## config.mk

```make
export PLATFORM = sky130hd
export DESIGN_NAME = sap_control_datapath_flat
export DESIGN_NICKNAME = d
export VERILOG_FILES = /design/src/rtl/sap_pkg.sv /design/src/rtl/sap_control_datapath_if.sv /design/src/rtl/sap_ring_controller.sv /design/src/rtl/sap_control_datapath.sv /design/src/flat_wrapper.sv
export SDC_FILE = /design/constraint.sdc
export NUM_CORES = 1
export LEC_CHECK = 0
export ABC_AREA = 1
export CORE_ASPECT_RATIO = 0.5
export CORE_MARGIN = 2
export CORE_UTILIZATION = 40
export DETAILED_ROUTE_END_ITERATION = 10
export DONT_BUFFER_PORTS = 1
export GPL_ROUTABILITY_DRIVEN = 0
export HOLD_SLACK_MARGIN = 0.15
export PLACE_DENSITY_LB_ADDON = 0.05
export SLEW_MARGIN = 30
export SYNTH_ARGS = -nofsm -noshare
export SYNTH_HDL_FRONTEND = slang
export SYNTH_SLANG_ARGS = --single-unit
export TNS_END_PERCENT = 50
```

## constraint.sdc

```tcl
create_clock -name clock -period 2.7 [get_ports clock]
set_clock_uncertainty 0.05 [all_clocks]
set_input_delay 0.27 -clock clock [delete_from_list [all_inputs] [get_ports clock]]
set_output_delay 0.27 -clock clock [all_outputs]
set_load 0.02 [all_outputs]
```

## src/rtl/sap_pkg.sv

```systemverilog
// rtl/sap_pkg.sv - shared SAP-1 opcodes, control-word bit positions, control words and T-state type
// Contents:
//   OP_*        4-bit opcode constants (IR[7:4])
//   CW_*        bit positions inside the 12-bit control word, MSB = Cp
//   CW_WORD_*   complete control words for fetch, execute and idle cycles
//   t_state_e   one-hot ring-counter state; all-zero encodes the halted state
package sap_pkg;

   localparam logic [3:0] OP_LDA = 4'b0000;
   localparam logic [3:0] OP_ADD = 4'b0001;
   localparam logic [3:0] OP_SUB = 4'b0010;
   localparam logic [3:0] OP_OUT = 4'b1110;
   localparam logic [3:0] OP_HLT = 4'b1111;

   // Bit positions, {Cp, Ep, Lm_n, Ce_n, Li_n, Ei_n, La_n, Ea, Su, Eu, Lb_n, Lo_n}
   localparam int CW_CP   = 11;
   localparam int CW_EP   = 10;
   localparam int CW_LM_N = 9;
   localparam int CW_CE_N = 8;
   localparam int CW_LI_N = 7;
   localparam int CW_EI_N = 6;
   localparam int CW_LA_N = 5;
   localparam int CW_EA   = 4;
   localparam int CW_SU   = 3;
   localparam int CW_EU   = 2;
   localparam int CW_LB_N = 1;
   localparam int CW_LO_N = 0;

   localparam logic [11:0] CW_WORD_FETCH_T1 = 12'h5E3;  // Ep, Lm
   localparam logic [11:0] CW_WORD_FETCH_T2 = 12'hBE3;  // Cp
   localparam logic [11:0] CW_WORD_FETCH_T3 = 12'h263;  // Ce, Li
   localparam logic [11:0] CW_WORD_ADDR_T4  = 12'h1A3;  // Ei, Lm  (LDA/ADD/SUB)
   localparam logic [11:0] CW_WORD_LDA_T5   = 12'h2C3;  // Ce, La
   localparam logic [11:0] CW_WORD_ARITH_T5 = 12'h2E1;  // Ce, Lb  (ADD/SUB)
   localparam logic [11:0] CW_WORD_ADD_T6   = 12'h3C7;  // Eu, La
   localparam logic [11:0] CW_WORD_SUB_T6   = 12'h3CF;  // Su, Eu, La
   localparam logic [11:0] CW_WORD_OUT_T4   = 12'h3F2;  // Ea, Lo
   localparam logic [11:0] CW_WORD_NOP      = 12'h3E3;  // nothing enabled, nothing loaded

   typedef enum logic [5:0] {
      T_HALT = 6'b000000,
      T1     = 6'b000001,
      T2     = 6'b000010,
      T3     = 6'b000100,
      T4     = 6'b001000,
      T5     = 6'b010000,
      T6     = 6'b100000
   } t_state_e;

endpackage

```

## src/rtl/sap_control_datapath_if.sv

```systemverilog
// rtl/sap_control_datapath_if.sv - signal bundle between the SAP controller/datapath block and its surroundings
// Signals:
//   instruction  opcode IR[7:4]            control_word  12-bit control word
//   pc           program counter (4 bit)   w_bus         W-bus value
//   ram          RAM data word             alu_result    adder/subtractor output
//   ir           IR operand IR[3:0]        t_state       one-hot ring state
//   acc, b       A and B registers         halted        HLT reached
// Modports: master drives the register/opcode inputs, slave is the controller block.
interface sap_control_datapath_if;

   logic [3:0]  instruction;
   logic [3:0]  pc;
   logic [7:0]  ram;
   logic [3:0]  ir;
   logic [7:0]  acc;
   logic [7:0]  b;
   logic [11:0] control_word;
   logic [7:0]  w_bus;
   logic [7:0]  alu_result;
   logic [5:0]  t_state;
   logic        halted;

   modport master (
      output instruction, pc, ram, ir, acc, b,
      input  control_word, w_bus, alu_result, t_state, halted
   );

   modport slave (
      input  instruction, pc, ram, ir, acc, b,
      output control_word, w_bus, alu_result, t_state, halted
   );

endinterface

```

## src/rtl/sap_ring_controller.sv

```systemverilog
// rtl/sap_ring_controller.sv - SAP-1 six-state ring counter, halt flag and control-word decode
// Ports:
//   clock           rising-edge clock
//   reset           synchronous active-high reset, forces T1 and clears halt
//   instruction_i   opcode IR[7:4], decoded in T4..T6
//   t_state_o       one-hot ring state, all-zero while halted
//   control_word_o  combinational control word from state and opcode
//   halted_o        high while in the halted state
module sap_ring_controller
   import sap_pkg::*;
(
   input  logic        clock,
   input  logic        reset,
   input  logic [3:0]  instruction_i,
   output t_state_e    t_state_o,
   output logic [11:0] control_word_o,
   output logic        halted_o
);

   t_state_e state_q;
   t_state_e state_d;

   always_ff @(posedge clock) begin
      if (reset) begin
         state_q <= T1;
      end else begin
         state_q <= state_d;
      end
   end

   always_comb begin
      state_d        = state_q;
      control_word_o = CW_WORD_NOP;
      case (state_q)
         T1: begin
            control_word_o = CW_WORD_FETCH_T1;
            state_d        = T2;
         end
         T2: begin
            control_word_o = CW_WORD_FETCH_T2;
            state_d        = T3;
         end
         T3: begin
            control_word_o = CW_WORD_FETCH_T3;
            state_d        = T4;
         end
         T4: begin
            state_d = T5;
            case (instruction_i)
               OP_LDA, OP_ADD, OP_SUB: control_word_o = CW_WORD_ADDR_T4;
               OP_OUT:                 control_word_o = CW_WORD_OUT_T4;
               OP_HLT:                 state_d        = T_HALT;
               default:                control_word_o = CW_WORD_NOP;
            endcase
         end
         T5: begin
            state_d = T6;
            case (instruction_i)
               OP_LDA:         control_word_o = CW_WORD_LDA_T5;
               OP_ADD, OP_SUB: control_word_o = CW_WORD_ARITH_T5;
               default:        control_word_o = CW_WORD_NOP;
            endcase
         end
         T6: begin
            state_d = T1;
            case (instruction_i)
               OP_ADD:  control_word_o = CW_WORD_ADD_T6;
               OP_SUB:  control_word_o = CW_WORD_SUB_T6;
               default: control_word_o = CW_WORD_NOP;
            endcase
         end
         T_HALT: begin
            // Only reset leaves the halted state.
            state_d = T_HALT;
         end
         default: begin
            // Non one-hot encodings cannot be reached normally; restart the fetch.
            state_d = T1;
         end
      endcase
   end

   assign t_state_o = state_q;
   assign halted_o  = (state_q == T_HALT);

endmodule

```

## src/rtl/sap_control_datapath.sv

```systemverilog
// rtl/sap_control_datapath.sv - SAP-1 controller with inline ALU and W-bus multiplexer
// Ports:
//   clock   rising-edge clock
//   reset   synchronous active-high reset
//   bus     slave side of sap_control_datapath_if: opcode, pc, ram, ir, acc, b in;
//           control_word, w_bus, alu_result, t_state, halted out
module sap_control_datapath
   import sap_pkg::*;
(
   input  logic                   clock,
   input  logic                   reset,
   sap_control_datapath_if.slave  bus
);

   t_state_e    t_state;
   logic [11:0] cw;
   logic        halted;
   logic [7:0]  alu_result;
   logic [7:0]  w_bus;

   sap_ring_controller u_ring (
      .clock          (clock),
      .reset          (reset),
      .instruction_i  (bus.instruction),
      .t_state_o      (t_state),
      .control_word_o (cw),
      .halted_o       (halted)
   );

   // The ALU always computes; Eu only decides whether it drives the bus.
   assign alu_result = cw[CW_SU] ? (bus.acc - bus.b) : (bus.acc + bus.b);

   // Encodings enable at most one source; the priority only matters for illegal words.
   always_comb begin
      w_bus = 8'h00;
      if (cw[CW_EP]) begin
         w_bus = {4'h0, bus.pc};
      end else if (!cw[CW_CE_N]) begin
         w_bus = bus.ram;
      end else if (!cw[CW_EI_N]) begin
         w_bus = {4'h0, bus.ir};
      end else if (cw[CW_EA]) begin
         w_bus = bus.acc;
      end else if (cw[CW_EU]) begin
         w_bus = alu_result;
      end
   end

   assign bus.control_word = cw;
   assign bus.w_bus        = w_bus;
   assign bus.alu_result   = alu_result;
   assign bus.t_state      = t_state;
   assign bus.halted       = halted;

endmodule

```

## src/flat_wrapper.sv

```systemverilog
// flat-port wrapper written by rule: the top's interface ports become plain ports
module sap_control_datapath_flat import sap_pkg::*;
  (clock, reset, bus_instruction, bus_pc, bus_ram, bus_ir, bus_acc, bus_b, bus_control_word, bus_w_bus, bus_alu_result, bus_t_state, bus_halted);
  sap_control_datapath_if bus_i ();
  input  logic clock;
  input  logic reset;
  input wire logic [$bits(bus_i.instruction)-1:0] bus_instruction;
  input wire logic [$bits(bus_i.pc)-1:0] bus_pc;
  input wire logic [$bits(bus_i.ram)-1:0] bus_ram;
  input wire logic [$bits(bus_i.ir)-1:0] bus_ir;
  input wire logic [$bits(bus_i.acc)-1:0] bus_acc;
  input wire logic [$bits(bus_i.b)-1:0] bus_b;
  output wire logic [$bits(bus_i.control_word)-1:0] bus_control_word;
  output wire logic [$bits(bus_i.w_bus)-1:0] bus_w_bus;
  output wire logic [$bits(bus_i.alu_result)-1:0] bus_alu_result;
  output wire logic [$bits(bus_i.t_state)-1:0] bus_t_state;
  output wire logic [$bits(bus_i.halted)-1:0] bus_halted;
  assign bus_i.instruction = bus_instruction;
  assign bus_i.pc = bus_pc;
  assign bus_i.ram = bus_ram;
  assign bus_i.ir = bus_ir;
  assign bus_i.acc = bus_acc;
  assign bus_i.b = bus_b;
  assign bus_control_word = bus_i.control_word;
  assign bus_w_bus = bus_i.w_bus;
  assign bus_alu_result = bus_i.alu_result;
  assign bus_t_state = bus_i.t_state;
  assign bus_halted = bus_i.halted;
  sap_control_datapath u_core (.clock(clock), .reset(reset), .bus(bus_i));
endmodule
```

==> flow_summary.yaml, run 1 <==
run_status:
  status: "complete, but fails checks"
  violations: "negative setup slack"
pwr:
  p_switching_mw: 0.447
  leakage_nw: 0.893
  powerDensity_nw_per_um2: 471
  p_sw_share_pct: 53.9
  pwr-share-clk_pct: 16.0
  power_frac_seq_pct: 12.8
  combPwrFrac_pct: 71.2
  p_int_mw: 0.381
  vdd_drop_max_v: 0.000317
  p_total_mw: 0.828
final_layout:
  layout-drive-gt1-share_pct: 35.9
  nNetsFinal: 294
  largest_reg_flops: 6
  final_cells: 285
  finalInstanceArea_um2: 1760
  utilization_pct: 57.0
  fillers: 310
  area_delta_synth_final_pct: 32.2
  diodes: 0
cts:
  cts-root-buf: "clkbuf_8"
  clock_path_buffers: 2
  clock-sinks: 6
  cts_tree: "built"
  clk_pin_slew_ns: 0.04
  htreeDepth: 1
  clkLatencyLatePin_ns: 0.22
  cts_buffers: 3
synthesis:
  synthTopCellsByCount: "nand2_1 (57), inv_1 (38), nor2_1 (17)"
  synth_top_cell_area_share_pct: 16.1
  synth.distinct_cells: 35
  yosysWarnings: 0
  ys_seq_elements: 6
  yosysMostFrequentCell: "nand2_1"
  syn_avg_cell_area_um2: 6.05
  synth-main-ff-cell: "dfxtp_1"
  syn-num-nets: 267
  synth_cells: 220
  synthTopCellsByArea: "nand2_1 (16%), inv_1 (11%), dfxtp_1 (9.0%)"
  synth_top_cell_by_area: "nand2_1"
  synthArstFlopShare_pct: 0
  synth_edf_count: 0
  syn_area_um2: 1330
  ys_seq_area_share_pct: 9.03
setup_path:
  worst_setup_path_end_kind: "output port"
  crit_slowest_cell: "dfxtp_2"
  cp_slowest_stage_delay_ns: 0.33
  path_class: "flip-flop to output port"
  crit_path_max_fanout: 8
  path_cells: "nor2_4 > nand2_4 > nor2_8 > nand2_8 > o31ai_4 > xor2_1 > ha_1 > nand2_2 > nor2_2 > nor2_2 > o31ai_2 > xor2_1 > nand2_1 > nand3_4"
  timing.rr.start: "u_core.u_ring.t_state_o[0]$_SDFF_PP1_"
  r2r_slack_ns: 1.12
  cp.required_ns: 2.38
  crit_start: "u_core.u_ring.t_state_o[2]$_SDFF_PP0_"
  arrival_ns: 2.46
  cp-start-kind: "flip-flop"
route:
  remaining_drc_errors: 0
  drt_pass1_iterations: 4
  post_drt_wl_per_cell_um: 14.1
  ant_nets: 0
  num_vias: 1496
  first_iter_violations: 37
  via_per_inst: 5.25
  wirelength_um: 4030
grt:
  first_global_vias: 1365
  grt-ovfl-total: 0
  grt_max_degree: 9
  antenna_found_initial: 0
  grt_pass1_wl_um: 6130
  grt_usage_pct: 20.1
die:
  die_x_um: 85.6
  start_util_pct: 43.1
  ioPinCount: 73
  core_area_um2: 3080
  row_count: 14
  die_h_um: 44.8
  die-area_um2: 3830
timing:
  setup_viol: 5
  fin_ws_ns: -0.0783
  finalHoldViolCount: 0
  fin_tns_setup_ns: -0.168
  slew_viol_final: 0
  fin_crit_sh_pct: 103
  rsz0062_at_grt: "true"
  min_period_ns: 2.78
  relSlewSlack_pct: 57.9
  fmax_mhz: 360
  worstMarginPinSlew_ns: 0.630
  whs_ns: 0.278
place:
  io_buffers: 0
  place_inst: 270
  place_ws_ns: 0.0562
  dpl_cell_area_um2: 1470
  dpl.hpwl_um: 3170
flow_run:
  max_cap_viol_count: 0
hold_path:
  hp-class: "input port to flip-flop"
  hp-start: "bus_instruction[3]"
power by group through the flow:
stage          clock network (mW)  logic, mW  registers (mW)
2_1_floorplan                   0      0.411           0.119
3_3_place_gp                    0      0.521           0.107
3_5_place_dp                    0      0.523           0.107
4_1_cts                     0.134      0.558           0.106
5_1_grt                     0.139      0.637           0.107
6_report                    0.132      0.590           0.106
kinds of logic after synthesis:
family                     count (synthesis)  share of synthesized area (%)
buffers and inverters                     43                           12.9
DFF                                        6                           9.03
and+or+nand+nor                          132                           52.7
AOI/OAI and AO/OA                         21                           10.4
xor gates and xnor gates                   9                           5.93
adders and majority gates                  9                           9.03
final timing paths:
| check | to | cells after the start |
|---|---|---|
| setup reg to reg | u_core.u_ring.t_state_o[3]$_SDFF_PP0_ | 10 |
| hold / removal | u_core.u_ring.t_state_o[4]$_SDFF_PP0_ | 3 |
| hold reg to reg | u_core.u_ring.t_state_o[5]$_SDFF_PP0_ | 5 |
| setup / recovery | bus_w_bus[5] | 14 |
critical path: cells and delay by family (launching register included):
kind	cells	cell delay, ns
AND/OR/NAND/NOR	9	0.98
flip-flops	1	0.33
XOR/XNOR	2	0.45
adder cells (fa/ha/maj)	1	0.31
AO/OA/AOI/OAI	2	0.16
repair_timing:
action | in CTS | in global routing
endpoints found under the setup margin | 8 | 10
pin swaps | 16 | 17
buffers inserted | 5 | 6
gates resized for setup | 20 | 15
hold buffers | 1 | 0
endpoints found under the hold margin | 5 | 0
layer usage:
| layer | global-route usage [%] | routed length, um | vias to the layer above |
|---|---|---|---|
| met5 | 0 | 0 | - |
| met3 | 3.47 | 258 | 4 |
| met2 | 35.5 | 1990 | 49 |
| li1 | - | - | 756 |
| met1 | 26.4 | 1750 | 687 |
| met4 | 4.76 | 26 | 0 |
placed cells by master (no fill, tap or decap), types with 5 or more instances in the layout:
master / Yosys / layout
buf_4: 0 / 22
dfxtp_2: 0 / 6
ha_1: 8 / 7
inv_1: 38 / 37
nand2_1: 57 / 50
nand2_2: 7 / 12
nand3_1: 15 / 14
nand4_1: 8 / 8
nor2_1: 17 / 14
nor2_2: 5 / 7
nor2_4: 4 / 5
xor2_1: 8 / 7
final cells by class:
type | count | area [um^2] | area share (%)
tap | 40 | 50.0 | 2.85
timing repair buffer | 23 | 175 | 9.96
clock buffer | 3 | 41.3 | 2.35
sequential | 6 | 128 | 7.26
multi-input combinational | 171 | 1200 | 68.5
inverter | 42 | 160 | 9.11
Power figures use the tool's default switching activity.
==> run 2: changes to the inputs <==
CORE_ASPECT_RATIO = not set   (was 0.5)
CORE_UTILIZATION = 43   (was 40)
==> flow_summary.yaml, run 2 (same netlist as run 1, synthesis figures left out) <==
run_status:
  status: "complete, but fails checks"
  violations: "negative setup slack"
cts:
  cts_buffers: 3
  htreeDepth: 1
  clock-sinks: 6
  clkLatencyLatePin_ns: 0.25
  clk_pin_slew_ns: 0.05
  cts-root-buf: "clkbuf_4"
  clock_path_buffers: 2
  cts_tree: "built"
setup_path:
  cp_slowest_stage_delay_ns: 0.33
  worst_setup_path_end_kind: "output port"
  cp.required_ns: 2.38
  path_class: "flip-flop to output port"
  arrival_ns: 2.42
  cp-start-kind: "flip-flop"
  crit_slowest_cell: "dfxtp_2"
  crit_path_max_fanout: 8
  path_cells: "nor2_4 > nand2_4 > nor2_8 > nand2_8 > nand2_4 > xor2_4 > ha_4 > a21oi_4 > nor2_1 > nor2_1 > o31ai_2 > xor2_1 > nand2_1 > nand3_2"
route:
  via_per_inst: 5.41
  post_drt_wl_per_cell_um: 13.9
  ant_nets: 0
  num_vias: 1489
  wirelength_um: 3830
  remaining_drc_errors: 0
  first_iter_violations: 31
  drt_pass1_iterations: 6
final_layout:
  final_cells: 275
  area_delta_synth_final_pct: 27.1
  layout_common_cells: "nand2_1 (49), inv_1 (37), buf_4 (19)"
  fillers: 311
  nNetsFinal: 291
  layout-drive-gt1-share_pct: 36.4
  largest_reg_flops: 6
  diodes: 0
  final_common_cell: "nand2_1"
grt:
  grt-ovfl-total: 0
  antenna_found_initial: 0
  first_global_vias: 1383
  grt_use_met1_pct: 32.1
  grt_max_degree: 9
  grt_use_met3_pct: 4.59
  grt_busiest_layer: "met2"
  grt_pass1_wl_um: 5980
  grt_usage_pct: 21.9
  use_met2_pct: 33.8
timing:
  finalHoldViolCount: 0
  worstMarginPinSlew_ns: 0.567
  min_period_ns: 2.74
  slew_viol_final: 0
  fin_crit_sh_pct: 102
  fin_tns_setup_ns: -0.0409
  setup_viol: 1
  fmax_mhz: 365
  relSlewSlack_pct: 62.1
  fin_ws_ns: -0.0409
  rsz0062_at_grt: "true"
place:
  place_inst: 262
  dpl.hpwl_um: 3180
  place_ws_ns: -0.00872
  io_buffers: 0
die:
  die_x_um: 59.6
  core_area_um2: 3000
  start_util_pct: 44.3
  die-area_um2: 3550
  row_count: 20
  die_h_um: 59.6
  ioPinCount: 73
hold_path:
  hp-class: "input port to flip-flop"
pwr:
  powerDensity_nw_per_um2: 457
  p_total_mw: 0.773
  vdd_drop_max_v: 0.000196
  leakage_nw: 0.867
flow_run:
  max_cap_viol_count: 0
==> run 2: changes by cell type in the layout (fill, tap and decap cells not counted), sizes merged <==
cell / previous run / this run
buf: 22 / 19
==> run 2: worst max-delay path, delay by kind of cell, from the launching register on <==
| family | cells | cell delay (ns) |
|---|---|---|
| compound gates | 2 | 0.30 |
| xor+xnor | 2 | 0.36 |
| fa+ha+maj | 1 | 0.24 |
| flops | 1 | 0.33 |
| simple gates | 9 | 0.94 |
==> run 2: repair_timing <==
| action | 4_1_cts | 5_1_grt |
|---|---|---|
| resized for setup | 23 | 10 |
| pin swaps | 22 | 9 |
| setup endpoints to repair | 10 | 10 |
| hold buffers | 1 | 0 |
| hold endpoints to repair | 5 | 0 |
| buffers inserted | 5 | 4 |
==> run 2: cell type report <==
class / instances / area (um^2) / share of cell area (%)
tap: 33 / 41.3 / 2.44
sequential: 6 / 128 / 7.55
multi-input combinational: 171 / 1190 / 70.2
inverter: 42 / 160 / 9.47
timing repair buffer: 20 / 153 / 9.03
clock buffer: 3 / 22.5 / 1.33
==> run 2: final timing paths <==
check	slack, ns	start	to	depth (start not counted)
worst max-delay path	-0.04	u_core.u_ring.t_state_o[1]$_SDFF_PP0_	bus_w_bus[5]	14
worst min-delay path	0.24	bus_instruction[3]	u_core.u_ring.t_state_o[4]$_SDFF_PP0_	3
worst max register to register	1.09	u_core.u_ring.t_state_o[1]$_SDFF_PP0_	u_core.u_ring.t_state_o[3]$_SDFF_PP0_	10
worst min register to register	0.71	u_core.u_ring.t_state_o[3]$_SDFF_PP0_	u_core.u_ring.t_state_o[2]$_SDFF_PP0_	4
==> run 2: per-stage QoR <==
| step | area [um^2] | hold slack [ns] | util (%) |
|---|---|---|---|
| 4_1_cts | 1630 | 0.236 | 54.2 |
| 6_report | 1690 | 0.242 | 56.3 |
| 3_3_place_gp | 1450 | 0.286 | 48.3 |
| 5_1_grt | 1690 | 0.267 | 56.3 |
| 2_1_floorplan | 1350 | 0.285 | - |
| 3_5_place_dp | 1450 | 0.287 | 48.3 |
==> run 2: per-layer routing <==
metal  up-vias  share of wire [%]
li1        756                  -
met1       668                 48
met2        63                 43
met3         2                8.6
met4         0               0.29
met5         -                  0
==> run 2: report_power, final <==
group	total, mW	switching, mW	internal, mW
sequential	0.106	0.00756	0.0982
combinational	0.584	0.399	0.185
clock	0.0833	0.0330	0.0503
total	0.773	0.439	0.334
